`src/rtl/fetch_stage.sv`:
```
// Instruction-fetch stage: owns the PC, drives the instruction memory address and
// fills the IF/ID register, honouring stall, redirect and a halt address.
module fetch_stage #(
    parameter logic [31:0] pc_init   = 32'h8002_0000,
    parameter logic [31:0] halt_addr = 32'h0000_0000
) (
    input  logic        clk,
    input  logic        reset,
    output logic [31:0] instr_addr,
    input  logic [31:0] instr_in,
    output logic        im_enable,
    input  logic        stall,
    input  logic        redirect_valid,
    input  logic [31:0] redirect_pc,
    output logic        ifid_valid,
    output logic [31:0] ifid_instr,
    output logic [31:0] ifid_pc,
    output logic [31:0] ifid_pc_plus4,
    output logic        halted,
    output logic        misaligned,
    output logic [31:0] fetch_count
);

    typedef enum logic {RUN, HALT} state_t;

    state_t      state_reg, state_next;
    logic [31:0] pc_reg, pc_next;
    logic        ifid_valid_reg, ifid_valid_next;
    logic [31:0] ifid_instr_reg, ifid_instr_next;
    logic [31:0] ifid_pc_reg, ifid_pc_next;
    logic [31:0] ifid_pc_plus4_reg, ifid_pc_plus4_next;
    logic        halted_reg, halted_next;
    logic        misaligned_reg, misaligned_next;
    logic [31:0] fetch_count_reg, fetch_count_next;
    logic [31:0] pc_plus4;

    assign pc_plus4 = pc_reg + 32'd4;

    always_ff @(posedge clk or negedge reset) begin
        if (!reset) begin
            state_reg         <= RUN;
            pc_reg            <= pc_init;
            ifid_valid_reg    <= 1'b0;
            ifid_instr_reg    <= '0;
            ifid_pc_reg       <= '0;
            ifid_pc_plus4_reg <= '0;
            halted_reg        <= 1'b0;
            misaligned_reg    <= 1'b0;
            fetch_count_reg   <= '0;
        end else begin
            state_reg         <= state_next;
            pc_reg            <= pc_next;
            ifid_valid_reg    <= ifid_valid_next;
            ifid_instr_reg    <= ifid_instr_next;
            ifid_pc_reg       <= ifid_pc_next;
            ifid_pc_plus4_reg <= ifid_pc_plus4_next;
            halted_reg        <= halted_next;
            misaligned_reg    <= misaligned_next;
            fetch_count_reg   <= fetch_count_next;
        end
    end

    always_comb begin
        state_next         = state_reg;
        pc_next            = pc_reg;
        ifid_valid_next    = ifid_valid_reg;
        ifid_instr_next    = ifid_instr_reg;
        ifid_pc_next       = ifid_pc_reg;
        ifid_pc_plus4_next = ifid_pc_plus4_reg;
        halted_next        = halted_reg;
        misaligned_next    = misaligned_reg;
        fetch_count_next   = fetch_count_reg;
        unique case (state_reg)
            RUN: begin
                // Redirect wins over stall: a flush must never be lost to a hold.
                if (redirect_valid) begin
                    pc_next         = {redirect_pc[31:2], 2'b00};
                    ifid_valid_next = 1'b0;
                    ifid_instr_next = '0;
                    if (redirect_pc[1:0] != 2'b00)
                        misaligned_next = 1'b1;
                end else if (stall) begin
                    // everything holds
                end else if (pc_reg == halt_addr) begin
                    state_next      = HALT;
                    halted_next     = 1'b1;
                    ifid_valid_next = 1'b0;
                    ifid_instr_next = '0;
                end else begin
                    ifid_instr_next    = instr_in;
                    ifid_pc_next       = pc_reg;
                    ifid_pc_plus4_next = pc_plus4;
                    ifid_valid_next    = 1'b1;
                    pc_next            = pc_plus4;
                    fetch_count_next   = fetch_count_reg + 32'd1;
                end
            end
            HALT: begin
                // only reset leaves HALT
            end
            default: state_next = RUN;
        endcase
    end

    assign instr_addr    = pc_reg;
    assign im_enable     = (state_reg == RUN) && reset;
    assign ifid_valid    = ifid_valid_reg;
    assign ifid_instr    = ifid_instr_reg;
    assign ifid_pc       = ifid_pc_reg;
    assign ifid_pc_plus4 = ifid_pc_plus4_reg;
    assign halted        = halted_reg;
    assign misaligned    = misaligned_reg;
    assign fetch_count   = fetch_count_reg;

endmodule

```
`config.mk`:
```
export PLATFORM = sky130hd
export DESIGN_NAME = fetch_stage
export DESIGN_NICKNAME = d
export VERILOG_FILES = /design/src/rtl/fetch_stage.sv
export SDC_FILE = /design/constraint.sdc
export NUM_CORES = 1
export LEC_CHECK = 0
export BUFFER_PORTS_ARGS = -buffer_cell sky130_fd_sc_hd__buf_2
export CORE_MARGIN = 4
export CORE_UTILIZATION = 45
export DETAILED_ROUTE_END_ITERATION = 10
export PLACE_DENSITY_LB_ADDON = 0.3
export SYNTH_ARGS = -nofsm -noshare
export SYNTH_HDL_FRONTEND = slang
export SYNTH_SLANG_ARGS = --single-unit
```
`constraint.sdc`:
```
create_clock -name clk -period 6.5 [get_ports clk]
set_clock_uncertainty 0.2 [all_clocks]
set_input_delay 0 -clock clk [delete_from_list [all_inputs] [get_ports clk]]
set_output_delay 0 -clock clk [all_outputs]
set_load 0.03 [all_outputs]
```
==> metrics.txt, run 1 <==
Main synth FF type=dfrtp_1; Leakage=0.00482 uW; Power Density=290 mW/mm^2; TNS Setup=0 ns; Crit. Startpoint=instr_addr[2]; Clk network pwr share=33.4%; initial core utilization=46.2%; final hold vios=9; H-tree depth=4; logic gate share of total power=23.6%; Wirelength per Cell=17.8 um; Post-CTS Setup Repair Bufs=0; yosys warns=0; Hold WS=-0.00936 ns; RD Place Congestion=0.870; switch share=34.2%; post-DR vias/cell=5.40; post-synthesis cell count=753; port bufs=225; clock transition at the registers of the reported paths=0.06 ns; count of final setup violators=0; crit-path max FO=76; top post-synthesis cells by area=dfrtp_1, nand2_1, xnor2_1, a22o_1, o21ai_1; pin count of the biggest net entering global routing=83; core box area=0.0160 mm^2; Die X=136 um; number of global-route vias before repair=6,539; Net Sw Power=975 uW; gr ovfl total=0; crit path time final=3.63 ns; register area share after synthesis=53.5%; Post-synth ARST share=100%; layout cell share with drive strength beyond 1=26.9%; status=complete, but fails checks; top cell type's share of synthesized area=52.8%; Layout Cells excl Fill=1,239; worst vdd ir=0.000189 V; GR Util All Layers=24.0%; final max-slew violation count=0; Sink Count=158; first-pass GRT wire length=34.8 mm; RSZ-0062 raised after global routing=false; Routed WL=22.0 mm; Post-synth EDFFs=0; antenna violations before repair=0; design area=0.00982 mm^2; post-cts repair resize count=0; 1st-pass router iterations=6; R2R Path Start=instr_addr[2]; CP Class=flip-flop to flip-flop; syn avg cell area=9.81 um^2; Final period util=55.8%; synthesis-to-layout area growth=32.9%; Distinct cells, synth=58; root buffer cell=clkbuf_16; Worst-Margin Slew=0.966 ns; clk_lat worst skew=0.42 ns; ant diodes=0; maximum buffer depth of the clock tree=2; max cap viols=0; hold_buf cts=68; Setup crit start kind=flip-flop; Internal Pwr Total=1870 uW; most common cell after layout, fill and taps aside=buf_2; placed cell area=0.00857 mm^2; WP data required=6.64 ns; crit end category=flip-flop; fillcell total=1,369; DRC viols=0; 1st-iter DRT viols=653; most frequent cells in the layout=buf_2, dfrtp_1, nand2_1, dlygate4sd3_1, nor2_1; violated checks=negative hold slack; placed insts=1,139; TritonCTS clock tree=done; via count=6,689; Nets=1,081; Die ar.=0.0185 mm^2; HP Class=input pin to asynchronous set/reset pin; Die H=136 um; Post-DP HPWL=14.9 mm; Final Power=2850 uW; flops & latches, synth=158; Mapped Area=0.00739 mm^2; Yosys top cell by area=dfrtp_1; critical path arrival=3.76 ns; I/O pins=232; Seq pwr share=42.9%; Worst slew margin=35.6%; Cell Rows=46; total CTS buffers=17; Routed Antenna Nets=0; Max Fclk=276 MHz
-- final timing paths --
kind,to,slack [ns],cells past startpoint
worst max-delay path,instr_addr[20],2.87,8
min in group clk,instr_addr[17],0.09,3
max in group asynchronous,fetch_count[5],4.67,3
worst max register to register,instr_addr[20],2.87,8
worst min-delay path,instr_addr[27],-0.009,2
worst min register to register,halted,0.25,1
-- per-stage QoR --
stage               hold slack, ns  setup WS, ns  utilization, %
finish                    -0.00936          2.87            61.4
CTS                         0.0309          2.83            61.4
floorplan                   -0.496          3.96               -
global route                0.0801          2.48            61.4
detailed placement          -0.108          2.78            53.6
global placement            -0.101          2.87            53.6
-- critical path: stages, from the launching register on --
cell	delay, ns
dfrtp_1	0.45
inv_1	0.13
ha_1	0.15
nor4b_1	0.38
nand4_1	0.42
o21ai_4	0.72
buf_4	0.68
nor4_1	0.15
nor3_1	0.19
-- synth_stat cells, drive strengths merged, types with 8 or more instances --
library cell	count
and4	8
buf	26
nand2	131
a22oi	9
o21a	8
dfrtp	156
a22o	32
xor2	17
xnor2	40
and3	13
inv	18
nor4	15
a21oi	13
clkbuf	39
nand3	22
o21ai	49
nand4	17
nor2	45
nor3	20
-- final cells by class --
type	instances	area [um^2]	share of cell area (%)
Tap cell	216	270	2.75
Clock buffer	22	474	4.83
Sequential cell	158	3960	40.3
Clock inverter	10	88.8	0.905
Multi-Input combinational cell	516	3110	31.6
Inverter	19	71.3	0.726
Timing Repair Buffer	298	1850	18.8
-- routing by layer --
| metal | vias to the layer above | part of all wire [%] | track usage, % | wire length (um) |
|---|---|---|---|---|
| li1 | 3145 | - | - | - |
| met1 | 3220 | 43 | 32.8 | 9460 |
| met2 | 293 | 47 | 38.1 | 10500 |
| met3 | 31 | 8.1 | 6.03 | 1790 |
| met4 | 0 | 1.5 | 6.61 | 340 |
| met5 | - | 0 | 0 | 0 |
-- cell families (layout without fill, tap and decap cells) --
group,Yosys count,in the layout,share of synthesized area (%)
AND/OR/NAND/NOR,284,284,18.2
AO/OA/AOI/OAI,165,165,15.7
flip-flops,158,158,53.5
buffers and inverters,84,349,5.03
XOR/XNOR,57,57,6.76
adder cells (fa/ha/maj),3,3,0.508
other,1,6,0.0508
multiplexers,1,1,0.203
-- power groups by stage --
stage          Combinational (uW)  Clock (uW)  Sequential, uW
2_1_floorplan                 233           0            1420
5_1_grt                       724        1010            1240
4_1_cts                       678         972            1220
3_5_place_dp                  644           0            1240
3_3_place_gp                  637           0            1230
6_report                      673         953            1220
Note: power is estimated with default switching activity, not from simulation.
==> run 2: changes to the inputs <==
==> constraint.sdc (replaced) <==
create_clock -name clk -period 3.8 [get_ports clk]
set_clock_uncertainty 0.2 [all_clocks]
set_input_delay 0 -clock clk [delete_from_list [all_inputs] [get_ports clk]]
set_output_delay 0 -clock clk [all_outputs]
set_load 0.03 [all_outputs]
==> metrics.txt, run 2 (synthesized netlist as in run 1, its figures left out) <==
HP Class=input pin to asynchronous set/reset pin; crit end category=flip-flop; I/O pins=232 (unchanged); Worst-Margin Slew=1.05 ns (+0.0829 ns); layout cell share with drive strength beyond 1=27.5% (+0.58 points); cell mode on critical path=nor4_1; WP buf/inv=2 (unchanged); crit-path max FO=45 (-41%); clock transition at the registers of the reported paths=0.06 ns (about the same); clk_lat worst skew=0.42 ns (about the same); Setup crit start kind=flip-flop; Critical-path top delay cell=dlygate4sd3_1; pin count of the biggest net entering global routing=85 (+2.4%); total CTS buffers=17 (unchanged); H-tree depth=4 (unchanged); area taken by multi-input logic gates=0.00311 mm^2 (+0.20%); first-pass GRT wire length=35.9 mm (+3.0%); 1st-pass router iterations=5 (-1); port bufs=225 (unchanged); DRC viols=0 (unchanged); count of final setup violators=0 (unchanged); initial core utilization=46.2% (unchanged); RSZ-0062 raised after global routing=false; CP Class=flip-flop to flip-flop; via count=6,794 (+1.6%); FF+latch area=0.00396 mm^2 (unchanged); most common cell after layout, fill and taps aside=buf_2; Final period util=89.3% (+34 points); Routed Antenna Nets=0 (unchanged); synthesis-to-layout area growth=35.5%; Crit path largest cell delay=0.58 ns (-0.14 ns); status=completed; 1st-iter DRT viols=548 (-16%); final hold vios=0 (-9); WP data required=3.96 ns (-2.68 ns); Max Fclk=295 MHz (+6.9%); maximum buffer depth of the clock tree=2 (unchanged); Leakage=0.00491 uW (+2.0%); post-DR vias/cell=5.43 (+0.52%); Nets=1,092 (+1.0%); TritonCTS clock tree=done; RD Place Congestion=0.865 (-0.61%); final max-slew violation count=0 (unchanged); root buffer cell=clkbuf_16; cell family with most CP delay=simple AND/OR/NAND/NOR gates; gr ovfl total=0 (unchanged); GR Util All Layers=24.6% (+0.62 points); crit path time final=3.39 ns (-0.233 ns); TNS Setup=0 ns (unchanged); antenna violations before repair=1 (+1); Worst slew margin=29.6% (-6.1 points); Wirelength per Cell=18.0 um (+0.95%); max cap viols=0 (unchanged); most frequent cells in the layout=buf_2, dfrtp_1, nand2_1, dlygate4sd3_1, nor2_1; Sink Count=158 (unchanged); critical path arrival=3.55 ns (-0.21 ns); Die X=136 um (unchanged); number of global-route vias before repair=6,718 (+2.7%); worst vdd ir=0.000287 V (+52%); Die H=136 um (unchanged); core box area=0.0160 mm^2 (unchanged); Routed WL=22.5 mm (+2.0%); crit path cell chain=nor4_1 > nand4_1 > o21ai_4 > buf_4 > nor4_1 > nor3_1 > dlygate4sd3_1; Cell Rows=46 (unchanged); Die ar.=0.0185 mm^2 (unchanged); Power Density=513 mW/mm^2 (+77%); Final Power=5140 uW (+80%); fillcell total=1,371 (+0.15%); Post-DP HPWL=15.3 mm (+2.7%)
## run 2: cell count changes in the layout (fill, tap and decap cells not counted), sizes merged
cell	before	now
buf	230	238
bufinv	1	5
clkbuf	22	19
clkinvlp	4	1
dlygate4sd3	68	71
diode	0	2
inv	18	20
## run 2: per-stage QoR
stage | setup slack (ns) | hold WS (ns) | instances | util (%) | instance area, um^2
2_1_floorplan | 1.26 | -0.496 | 758 | - | 7410
3_3_place_gp | 1.03 | -0.0873 | 1147 | 54.0 | 8650
3_5_place_dp | 0.904 | -0.0910 | 1147 | 54.0 | 8650
4_1_cts | 0.355 | 0.0378 | 1250 | 62.5 | 10000
5_1_grt | 0.162 | 0.0757 | 1251 | 62.6 | 10000
6_report | 0.407 | 0.00392 | 1252 | 62.6 | 10000
## run 2: final cells by class
class                   count  share of cell area [%]
clock inverters            13                    2.11
inverters                  19                   0.712
repair buffers            309                    19.5
diodes                      2                  0.0500
multi-input cells         516                    31.1
well taps                 216                    2.70
clock buffers              19                    4.32
flip-flops and latches    158                    39.5
## run 2: per-layer routing
layer | wire length [um] | global-route usage, % | vias up
met3 | 1830 | 6.37 | 42
met1 | 9480 | 33.0 | 3288
met2 | 10700 | 39.0 | 296
li1 | - | - | 3168
met4 | 486 | 8.34 | 0
met5 | 0 | 0 | -
## run 2: power by group
group | total (uW) | leakage, uW | internal [uW] | switching [uW]
Combinational | 1180 | 0.00261 | 390 | 788
Sequential | 2090 | 0.00199 | 1880 | 209
Clock | 1870 | 0.000312 | 1170 | 702
Total | 5140 | 0.00491 | 3440 | 1700
## run 2: timing repair
item | in CTS | in global routing
hold buffers | 71 | 0
endpoints found under the hold margin | 146 | 0
endpoints found under the setup margin | 0 | 1
setup buffers | 0 | 0
resized for setup | 0 | 1
## run 2: worst paths after layout
check | from | to | slack [ns] | cells after the start
max in group asynchronous | reset | instr_addr[31] | 2.43 | 3
worst max register to register | instr_addr[10] | instr_addr[20] | 0.41 | 7
worst min-delay path | reset | ifid_pc_plus4[18] | 0.004 | 2
min in group clk | instr_in[23] | ifid_instr[23] | 0.13 | 3
worst min register to register | halted | halted | 0.25 | 1
worst max-delay path | instr_addr[10] | instr_addr[20] | 0.41 | 7
